**config.mk**
```make
export PLATFORM = sky130hd
export DESIGN_NAME = man_sprite_datapath
export DESIGN_NICKNAME = d
export VERILOG_FILES = /design/src/rtl/man_pkg.sv /design/src/rtl/man_physics.sv /design/src/rtl/man_sprite_datapath.sv
export SDC_FILE = /design/constraint.sdc
export NUM_CORES = 1
export LEC_CHECK = 0
export ABC_AREA = 1
export CAP_MARGIN = 5
export CELL_PAD_IN_SITES_DETAIL_PLACEMENT = 0
export CELL_PAD_IN_SITES_GLOBAL_PLACEMENT = 2
export CORE_MARGIN = 1
export CORE_UTILIZATION = 25
export DETAILED_ROUTE_END_ITERATION = 10
export GPL_ROUTABILITY_DRIVEN = 0
export PLACE_DENSITY = 0.62
export SKIP_CTS_REPAIR_TIMING = 1
export SLEW_MARGIN = 15
export SYNTH_ARGS = -nofsm -noshare
export SYNTH_HDL_FRONTEND = slang
export SYNTH_HIERARCHICAL = 1
export SYNTH_SLANG_ARGS = --single-unit
```
**constraint.sdc**
```tcl
create_clock -name clk -period 3.79 [get_ports clk]
set_input_delay 0.5685 -clock clk [delete_from_list [all_inputs] [get_ports clk]]
set_output_delay 0.5685 -clock clk [all_outputs]
set_load 0.005 [all_outputs]
```
**src/rtl/man_pkg.sv**
```systemverilog
// Shared types and sprite artwork for the running-man datapath.
`timescale 1ns/1ps
package man_pkg;

    typedef logic [2:0] COLOUR_T;

    localparam int DEF_SPRITE_W = 8;
    localparam int DEF_SPRITE_H = 8;

    localparam COLOUR_T DEF_MAN_COLOUR = 3'b111;
    localparam COLOUR_T DEF_BG_COLOUR  = 3'b000;

    // Indexed [row][col]; rows are listed bottom (row 7) to top (row 0), bit 0 is the leftmost column.
    typedef logic [DEF_SPRITE_H-1:0][DEF_SPRITE_W-1:0] mask_t;

    localparam mask_t POSE0_MASK = {
        8'b01000010, 8'b01000010, 8'b00100100, 8'b00011000,
        8'b01011010, 8'b00111100, 8'b00011000, 8'b00011000
    };

    localparam mask_t POSE1_MASK = {
        8'b00100100, 8'b00100100, 8'b00011000, 8'b00011000,
        8'b00111100, 8'b01011010, 8'b00011000, 8'b00011000
    };

endpackage

```
**src/rtl/man_physics.sv**
```systemverilog
// Horizontal run, jump and gravity state for the running man; advances one step per update.
`timescale 1ns/1ps
module man_physics
    import man_pkg::*;
#(
    parameter int SPRITE_W = 8,
    parameter int SPRITE_H = 8,
    parameter int SCREEN_W = 160,
    parameter int START_X  = 8,
    parameter int FLOOR_Y  = 100,
    parameter int STEP_X   = 2,
    parameter int JUMP_V   = 6
) (
    input  logic       clk,
    input  logic       reset_n,
    input  logic       update_i,
    input  logic       jump_i,
    output logic [7:0] pos_x_o,
    output logic [6:0] pos_y_o
);

    localparam logic [6:0]        GROUND_Y = 7'(FLOOR_Y - SPRITE_H);
    localparam logic signed [8:0] GROUND_S = 9'(FLOOR_Y - SPRITE_H);
    localparam logic [8:0]        X_LIMIT  = 9'(SCREEN_W - SPRITE_W);

    logic [7:0]        pos_x_q, pos_x_d;
    logic [6:0]        pos_y_q, pos_y_d;
    logic signed [4:0] vel_q, vel_d;
    logic              jump_req_q, jump_req_d;

    logic              grounded;
    logic [8:0]        sum_x;
    logic signed [4:0] vel_n;
    logic signed [8:0] ny;

    always_comb begin
        grounded = (pos_y_q == GROUND_Y) && (vel_q == 5'sd0);
        sum_x    = {1'b0, pos_x_q} + 9'(STEP_X);

        if (grounded && jump_req_q) begin
            vel_n = -(5'(JUMP_V));
        end else if (!grounded) begin
            vel_n = vel_q + 5'sd1;
        end else begin
            vel_n = 5'sd0;
        end
        ny = signed'({2'b00, pos_y_q}) + {{4{vel_n[4]}}, vel_n};

        pos_x_d = pos_x_q;
        pos_y_d = pos_y_q;
        vel_d   = vel_q;
        if (update_i) begin
            pos_x_d = (sum_x > X_LIMIT) ? 8'd0 : sum_x[7:0];
            if (ny >= GROUND_S) begin
                pos_y_d = GROUND_Y;
                vel_d   = 5'sd0;
            end else begin
                pos_y_d = ny[6:0];
                vel_d   = vel_n;
            end
        end

        // Only a grounded update consumes the request; mid-air requests survive until landing.
        jump_req_d = (update_i && grounded) ? 1'b0 : (jump_req_q | jump_i);
    end

    always_ff @(posedge clk) begin
        if (!reset_n) begin
            pos_x_q    <= 8'(START_X);
            pos_y_q    <= GROUND_Y;
            vel_q      <= 5'sd0;
            jump_req_q <= 1'b0;
        end else begin
            pos_x_q    <= pos_x_d;
            pos_y_q    <= pos_y_d;
            vel_q      <= vel_d;
            jump_req_q <= jump_req_d;
        end
    end

    assign pos_x_o = pos_x_q;
    assign pos_y_o = pos_y_q;

endmodule

```
**src/rtl/man_sprite_datapath.sv**
```systemverilog
// Sprite scan/colour datapath for the running man, fed by the game control FSM.
// MAN_FRAME_COUNTER_EN enables the saturating frame counter; otherwise frame_count is tied to 0.
`timescale 1ns/1ps
module man_sprite_datapath
    import man_pkg::*;
#(
    parameter int      SPRITE_W   = 8,
    parameter int      SPRITE_H   = 8,
    parameter int      SCREEN_W   = 160,
    parameter int      START_X    = 8,
    parameter int      FLOOR_Y    = 100,
    parameter int      STEP_X     = 2,
    parameter int      JUMP_V     = 6,
    parameter COLOUR_T MAN_COLOUR = DEF_MAN_COLOUR,
    parameter COLOUR_T BG_COLOUR  = DEF_BG_COLOUR
) (
    input  logic       clk,
    input  logic       reset_n,
    input  logic       ld_x,
    input  logic       ld_y,
    input  logic       ld_man_style,
    input  logic       draw_man,
    input  logic       erase,
    input  logic       update,
    input  logic       jump,
    input  logic       frame_tick,
    input  logic       reset_frame_counter,
    output logic [7:0] x,
    output logic [6:0] y,
    output COLOUR_T    colour,
    output logic       drawing_man_finish,
    output logic       erase_finish,
    output logic [3:0] frame_count
);

    localparam int CXW = $clog2(SPRITE_W);
    localparam int CYW = $clog2(SPRITE_H);

    logic [7:0]     pos_x, org_x_q, org_x_d;
    logic [6:0]     pos_y, org_y_q, org_y_d;
    logic           style_q, style_d;
    logic [CXW-1:0] cnt_x_q, cnt_x_d;
    logic [CYW-1:0] cnt_y_q, cnt_y_d;
    logic           active, last_pixel;
    mask_t          pose_mask;

    man_physics #(
        .SPRITE_W (SPRITE_W),
        .SPRITE_H (SPRITE_H),
        .SCREEN_W (SCREEN_W),
        .START_X  (START_X),
        .FLOOR_Y  (FLOOR_Y),
        .STEP_X   (STEP_X),
        .JUMP_V   (JUMP_V)
    ) u_physics (
        .clk      (clk),
        .reset_n  (reset_n),
        .update_i (update),
        .jump_i   (jump),
        .pos_x_o  (pos_x),
        .pos_y_o  (pos_y)
    );

    always_comb begin
        active     = draw_man | erase;
        last_pixel = (cnt_x_q == CXW'(SPRITE_W - 1)) && (cnt_y_q == CYW'(SPRITE_H - 1));

        org_x_d = org_x_q;
        org_y_d = org_y_q;
        style_d = style_q;
        cnt_x_d = '0;
        cnt_y_d = '0;
        if (active) begin
            if (cnt_x_q == CXW'(SPRITE_W - 1)) begin
                cnt_y_d = (cnt_y_q == CYW'(SPRITE_H - 1)) ? '0 : cnt_y_q + 1'b1;
            end else begin
                cnt_x_d = cnt_x_q + 1'b1;
                cnt_y_d = cnt_y_q;
            end
        end else begin
            // Origin and pose are frozen for the whole scan so a box is never torn.
            if (ld_x)         org_x_d = pos_x;
            if (ld_y)         org_y_d = pos_y;
            if (ld_man_style) style_d = ~style_q;
        end

        pose_mask = style_q ? POSE1_MASK : POSE0_MASK;
        if (erase) begin
            colour = BG_COLOUR;
        end else if (draw_man && pose_mask[cnt_y_q][cnt_x_q]) begin
            colour = MAN_COLOUR;
        end else begin
            colour = BG_COLOUR;
        end

        drawing_man_finish = last_pixel && draw_man && !erase;
        erase_finish       = last_pixel && erase;
    end

    always_ff @(posedge clk) begin
        if (!reset_n) begin
            org_x_q <= 8'(START_X);
            org_y_q <= 7'(FLOOR_Y - SPRITE_H);
            style_q <= 1'b0;
            cnt_x_q <= '0;
            cnt_y_q <= '0;
        end else begin
            org_x_q <= org_x_d;
            org_y_q <= org_y_d;
            style_q <= style_d;
            cnt_x_q <= cnt_x_d;
            cnt_y_q <= cnt_y_d;
        end
    end

    assign x = org_x_q + 8'(cnt_x_q);
    assign y = org_y_q + 7'(cnt_y_q);

`ifdef MAN_FRAME_COUNTER_EN
    logic [3:0] frame_cnt_q, frame_cnt_d;

    always_comb begin
        frame_cnt_d = frame_cnt_q;
        if (!reset_frame_counter) begin
            frame_cnt_d = 4'd0;
        end else if (frame_tick && (frame_cnt_q != 4'hF)) begin
            frame_cnt_d = frame_cnt_q + 4'd1;
        end
    end

    always_ff @(posedge clk) begin
        if (!reset_n) begin
            frame_cnt_q <= 4'd0;
        end else begin
            frame_cnt_q <= frame_cnt_d;
        end
    end

    assign frame_count = frame_cnt_q;
`else
    logic unused_frame_inputs;
    assign unused_frame_inputs = frame_tick ^ reset_frame_counter;
    assign frame_count         = 4'd0;
`endif

endmodule

```
==> flow_metrics.py, run 1 <==
metrics = {
    "grt": {
        "gr-total-overflow": 0,
        "grt_max_degree": 29,
        "grt_pass1_vias": 2560,
        "grt_pass1_wl_mm": 12.2,
        "groute.usage.overall_pct": 12.1,
        "antenna_found_initial": 0,
    },
    "sta": {
        "max_slew.worst_pin.slew_ns": 0.686,
        "slew-limit-headroom_pct": 54.0,
        "fin_skew_ns": 0.00560,
        "post-route-period-util_pct": 82.9,
        "finalSetupViolations": 0,
        "holdWs_ns": 0.496,
        "finalHoldViolCount": 0,
        "maxSlewViolCount": 0,
        "rsz0062_at_grt": "no",
        "fin_ws_ns": 0.648,
        "fmax_mhz": 318,
        "tns_ns": 0,
        "period_needed_ns": 3.14,
    },
    "worst_setup_path": {
        "crit_buf_inv": 3,
        "critical_path.slowest_cell": "dfxtp_1",
        "critPathTopFamily": "simple AND/OR/NAND/NOR gates",
        "cpPeakStageDelay_ns": 0.42,
        "critPathMostFrequentCell": "nand2_1",
        "cp_max_fo": 12,
        "required_ns": 3.96,
        "cp.arrival_ns": 3.31,
        "worstSetupEndpointType": "register",
        "critPathLaunchType": "register",
        "crit_chain": "inv_1, ha_1, nand2_1, nor2_4, nand3_1, nor2_1, nor2_1, ha_1, inv_1, fa_1, inv_1, nand3_1, nand2_1, nand2_1, nand3_1, o21ai_0, nand2_1, nand2_1, nand2_2, nand2_1, nand2_1, nand2_1",
        "critPathKind": "reg -> reg",
    },
    "run_status": {
        "status": "finished with violations",
        "violations": "DRC",
    },
    "placement": {
        "place_ws_ns": 0.621,
        "dp.cells": 590,
        "place_hpwl_mm": 5.44,
        "dpl_cell_area_mm2": 0.00339,
        "io_buffers": 28,
    },
    "drt": {
        "route.antenna.remaining_nets": 0,
        "first_pass_iters": 7,
        "via_per_inst": 4.35,
        "post_drt_wl_per_cell_um": 11.8,
        "drtIter0Drc": 127,
        "vias": 2602,
        "drc_errors": 6,
        "routed_wl_mm": 7.05,
    },
    "clock_tree": {
        "htree_levels": 2,
        "clock_sinks": 42,
        "cts_root_buffer": "clkbuf_16",
        "numCtsBuffers": 5,
        "cts_buffer_depth": 2,
        "tritoncts": "yes",
        "insertion_delay_ns": 0.28,
        "clk_pin_slew_worst_paths_ns": 0.06,
    },
    "floorplanning": {
        "rows": 39,
        "initial_core_util_pct": 26.0,
        "core-area_mm2": 0.0116,
        "dieHeight_um": 112,
        "io_pins": 35,
        "die_area_mm2": 0.0125,
        "die_w_um": 112,
    },
    "finish": {
        "area_growth_pct": 18.0,
        "final_cell_mix": "nand2_1 (97), inv_1 (51), nor2_1 (45)",
        "antenna_cells": 0,
        "multi_input_area_mm2": 0.00187,
        "final_util_pct": 30.6,
        "final_area_mm2": 0.00354,
        "layout_commonest_cell": "nand2_1",
        "drive_above_1_share_pct": 10.8,
        "instances_no_fill": 598,
        "num-nets-final": 491,
        "seq_area_um2": 841,
        "num-fill-cells": 1295,
    },
    "synth": {
        "netlist_area_mm2": 0.00300,
        "yosys_register_bits": 42,
        "synthCells": 428,
        "yosysWarningCount": 6,
        "synth_cell_types": 35,
        "avgSynthCellArea_um2": 7.02,
        "ys_seq_area_share_pct": 28.0,
    },
    "power": {
        "p_per_area_mw_per_mm2": 760,
        "p_leak_nw": 1.66,
        "irDropWorstVdd_uv": 941,
        "design_power_total_mw": 2.69,
    },
    "hold_path": {
        "hold_path_class": "reg -> reg",
    },
    "run": {
        "cap_violations": 0,
    },
}
-- per-layer routing --
metal / up-vias / share of wire [%] / GRT usage, %
met5: - / 0 / 0
met4: 0 / 0.87 / 3.33
met3: 4 / 2.1 / 1.96
met2: 23 / 48 / 21.2
met1: 1166 / 49 / 15.4
li1: 1409 / - / -
-- cell type report --
type                    instances  share of cell area (%)
well taps                     143                    5.05
multi-input cells             318                    52.7
clock inverters                 1                   0.247
repair buffers                 29                    8.12
inverters                      58                    6.15
clock buffers                   7                    4.03
flip-flops and latches         42                    23.7
-- cell families (layout without fill, tap and decap cells) --
| group | Yosys count | in the layout | share of synthesized area [%] |
|---|---|---|---|
| flops | 42 | 42 | 28.0 |
| xor+xnor | 19 | 19 | 5.79 |
| simple gates | 215 | 215 | 33.6 |
| buf+inv | 71 | 95 | 10.2 |
| other cells | 2 | 5 | 0.250 |
| compound gates | 53 | 53 | 10.5 |
| fa+ha+maj | 26 | 26 | 11.6 |
-- power breakdown --
part           total (mW)  switching, mW  internal (mW)
combinational        1.68           1.08          0.594
clock               0.444          0.179          0.265
sequential          0.572         0.0744          0.498
-- synthesized netlist by cell type --
master | n | share of area [%]
inv_1 | 51 | 6.4
nand4_1 | 6 | 1.3
buf_6 | 2 | 0.75
conb_1 | 2 | 0.25
buf_4 | 7 | 1.7
nor2_8 | 1 | 0.67
nor2_4 | 4 | 1.5
dfxtp_1 | 42 | 28
a211oi_1 | 2 | 0.50
or2_4 | 2 | 0.58
or2_1 | 1 | 0.21
a21oi_2 | 9 | 2.6
nor2_1 | 45 | 5.6
xnor2_1 | 5 | 1.5
or2_2 | 1 | 0.21
o21ai_0 | 16 | 2.7
nand2_4 | 1 | 0.37
xnor2_2 | 1 | 0.54
o21bai_1 | 2 | 0.50
xor2_1 | 13 | 3.8
fa_1 | 3 | 2.0
nand4_4 | 1 | 0.71
nand2_1 | 97 | 12
nand2_2 | 13 | 2.7
inv_2 | 6 | 0.75
clkbuf_1 | 4 | 0.50
nand3_2 | 1 | 0.33
o211ai_1 | 1 | 0.25
o21ai_2 | 1 | 0.29
nand3_1 | 36 | 6.0
ha_1 | 23 | 9.6
a21oi_1 | 22 | 3.7
clkinv_1 | 1 | 0.12
nand3b_1 | 4 | 1.0
nor3_1 | 2 | 0.33
-- worst register-to-register path, stage by stage, from the launching register on --
cell	delay [ns]
dfxtp_1	0.42
inv_1	0.07
ha_1	0.20
nand2_1	0.10
nor2_4	0.06
nand3_1	0.08
nor2_1	0.08
nor2_1	0.09
ha_1	0.24
inv_1	0.08
fa_1	0.42
inv_1	0.10
nand3_1	0.08
nand2_1	0.12
nand2_1	0.07
nand3_1	0.07
o21ai_0	0.07
nand2_1	0.09
nand2_1	0.07
nand2_2	0.29
nand2_1	0.11
nand2_1	0.08
nand2_1	0.06
-- flip-flops by register name, summed over array words and instances, names as in the netlist --
name and count:
cnt_x_q 3, cnt_y_q 3, org_x_q 8, org_y_q 7, style_q 1, u_physics/jump_req_q 1
u_physics/pos_x_o 7, u_physics/pos_y_o 7, u_physics/vel_q 5
-- final timing paths --
check	endpoint	start	cells past startpoint	slack [ns]
setup / recovery	u_physics/pos_y_o[2]	u_physics/vel_q[0]	22	0.65
hold / removal	org_y_q[0]	org_y_q[0]	2	0.50
hold reg to reg	org_y_q[0]	org_y_q[0]	2	0.50
setup reg to reg	u_physics/pos_y_o[2]	u_physics/vel_q[0]	22	0.65
No activity file was read; power rests on OpenSTA's default activity.
==> run 2, diff against run 1 <==
--- a/config.mk
+++ b/config.mk
@@ -13,7 +13,7 @@
 export CORE_UTILIZATION = 25
 export DETAILED_ROUTE_END_ITERATION = 10
 export GPL_ROUTABILITY_DRIVEN = 0
-export PLACE_DENSITY = 0.62
+export PLACE_DENSITY = 0.65
 export SKIP_CTS_REPAIR_TIMING = 1
 export SLEW_MARGIN = 15
 export SYNTH_ARGS = -nofsm -noshare
==> constraint.sdc (replaced) <==
create_clock -name clk -period 2.8 [get_ports clk]
set_input_delay 0.42 -clock clk [delete_from_list [all_inputs] [get_ports clk]]
set_output_delay 0.42 -clock clk [all_outputs]
set_load 0.005 [all_outputs]
==> run 2 against run 1 <==
First-iteration DRC count down 19%; clock-buffer cell count is the same; sequential power is 30% higher; worst setup slack got worse by 0.54 ns; register-to-register slack got worse by 0.54 ns; die area did not move; highest routed layer unchanged; sequential share of layout area down 3.0 points; the run still ends with DRC left; fmax is 17% higher; largest power group unchanged; global-route usage is 0.27 points higher; hold slack worse by 0.0065 ns; via count is 7.4% higher.
==> flow_metrics.py, run 2 (synthesis gave the netlist of run 1 again) <==
metrics = {
    "placement": {
        "dpl_cell_area_mm2": 0.00365,
        "place_hpwl_mm": 5.72,
        "place_ws_ns": -0.0461,
        "io_buffers": 28,
    },
    "grt": {
        "antenna_found_initial": 0,
        "gr-total-overflow": 0,
        "grt_pass1_vias": 2568,
        "grt_pass1_wl_mm": 12.4,
        "groute.usage.overall_pct": 12.4,
        "grt_max_degree": 29,
    },
    "clock_tree": {
        "numCtsBuffers": 5,
        "tritoncts": "yes",
        "cts_buffer_depth": 2,
        "insertion_delay_ns": 0.28,
        "clock_sinks": 42,
        "cts_root_buffer": "clkbuf_16",
        "clk_pin_slew_worst_paths_ns": 0.06,
        "htree_levels": 2,
    },
    "finish": {
        "num-nets-final": 531,
        "num-fill-cells": 1248,
        "layout_commonest_cell": "nand2_1",
        "regMostFlops": "org_x_q",
        "antenna_cells": 0,
        "drive_above_1_share_pct": 24.8,
        "final_area_mm2": 0.00408,
        "largest_register_ff_count": 8,
        "final_cell_mix": "nand2_1 (88), inv_1 (46), nor2_1 (43)",
        "area_growth_pct": 35.8,
    },
    "run_status": {
        "violations": "DRC",
        "status": "finished with violations",
    },
    "run": {
        "cap_violations": 0,
    },
    "worst_setup_path": {
        "crit_end": "u_physics/vel_q[0]",
        "critPathKind": "reg -> reg",
        "r2r-end": "u_physics/vel_q[0]",
        "required_ns": 2.97,
        "reg2reg_depth": 17,
        "regToRegSetupSlack_ns": 0.11,
        "critPathLaunchType": "register",
        "setup.worst_path.start": "u_physics/vel_q[0]",
        "cp.arrival_ns": 2.85,
        "regToRegStartpoint": "u_physics/vel_q[0]",
        "worstSetupEndpointType": "register",
        "cp_max_fo": 6,
    },
    "power": {
        "p_leak_nw": 1.87,
        "p_per_area_mw_per_mm2": 1300,
        "irDropWorstVdd_uv": 834,
    },
    "sta": {
        "finalHoldViolCount": 0,
        "fin_skew_ns": 0.00836,
        "fin_ws_ns": 0.111,
        "rsz0062_at_grt": "yes",
        "slew-limit-headroom_pct": 65.7,
        "finalSetupViolations": 0,
        "holdWs_ns": 0.490,
        "fmax_mhz": 372,
        "post-route-period-util_pct": 96.0,
        "period_needed_ns": 2.69,
        "max_slew.worst_pin.slew_ns": 0.513,
        "maxSlewViolCount": 0,
    },
    "floorplanning": {
        "io_pins": 35,
        "core-area_mm2": 0.0116,
        "rows": 39,
        "dieHeight_um": 112,
        "die_area_mm2": 0.0125,
        "initial_core_util_pct": 26.0,
        "die_w_um": 112,
    },
    "drt": {
        "drtIter0Drc": 103,
        "route.antenna.remaining_nets": 0,
        "routed_wl_mm": 7.51,
        "first_pass_iters": 7,
        "vias": 2795,
        "via_per_inst": 4.38,
        "post_drt_wl_per_cell_um": 11.8,
        "drc_errors": 3,
    },
    "hold_path": {
        "hold_path_class": "reg -> reg",
    },
}
run 2: final cells by class:
| type | instances | area, µm² | area share (%) |
|---|---|---|---|
| clock inverter | 1 | 8.76 | 0.215 |
| inverter | 58 | 221 | 5.43 |
| tap | 143 | 179 | 4.39 |
| clock buffer | 7 | 143 | 3.50 |
| timing repair buffer | 69 | 639 | 15.7 |
| multi-input combinational | 318 | 2040 | 50.0 |
| sequential | 42 | 846 | 20.7 |
run 2: metal layers:
layer / GRT usage, % / vias up / part of all wire (%)
met3: 2.23 / 5 / 2.1
met2: 21.3 / 24 / 47
met4: 3.15 / 0 / 0.81
met5: 0 / - / 0
li1: - / 1495 / -
met1: 16.0 / 1271 / 50
run 2: worst max-delay path, stage by stage, from the launching register on:
cell	delay (ns)
dfxtp_2	0.33
inv_2	0.06
ha_4	0.13
nand2_4	0.04
nor2_4	0.11
buf_6	0.13
nand4_4	0.11
nand2_4	0.11
clkinvlp_4	0.18
ha_4	0.30
a21oi_1	0.23
o21bai_1	0.12
a21oi_2	0.17
xnor2_2	0.13
nand2_2	0.12
clkbuf_16	0.18
nand2_2	0.06
a21oi_2	0.04
run 2: how the worst min path moves through the flow:
| stage | from | end | slack (ns) | cells past startpoint |
|---|---|---|---|---|
| after CTS | org_y_q[6] | org_y_q[6] | 0.50 | 2 |
| after global routing | org_y_q[6] | org_y_q[6] | 0.53 | 2 |
| after global placement | org_y_q[6] | org_y_q[6] | 0.48 | 2 |
| after detailed placement | org_y_q[6] | org_y_q[6] | 0.48 | 2 |
| final | org_y_q[2] | org_y_q[2] | 0.49 | 2 |
| after floorplan | org_y_q[2] | org_y_q[2] | 0.45 | 2 |
run 2: where the power goes:
group | switching, mW | leakage, nW | total [mW] | internal [mW]
clock | 0.240 | 0.0745 | 0.598 | 0.359
combinational | 1.97 | 1.45 | 3.96 | 1.99
sequential | 0.0646 | 0.345 | 0.741 | 0.676
run 2: stage by stage:
| step | util (%) | instances | power (mW) | TNS (ns) |
|---|---|---|---|---|
| 4_1_cts | 32.9 | 631 | 4.49 | -0.830 |
| 3_5_place_dp | 31.6 | 623 | 3.86 | -0.509 |
| 2_1_floorplan | - | 431 | 2.68 | 0 |
| 3_3_place_gp | 31.6 | 623 | 3.88 | -0.879 |
| 6_report | 35.3 | 638 | 5.30 | 0 |
| 5_1_grt | 35.3 | 638 | 5.76 | -0.317 |
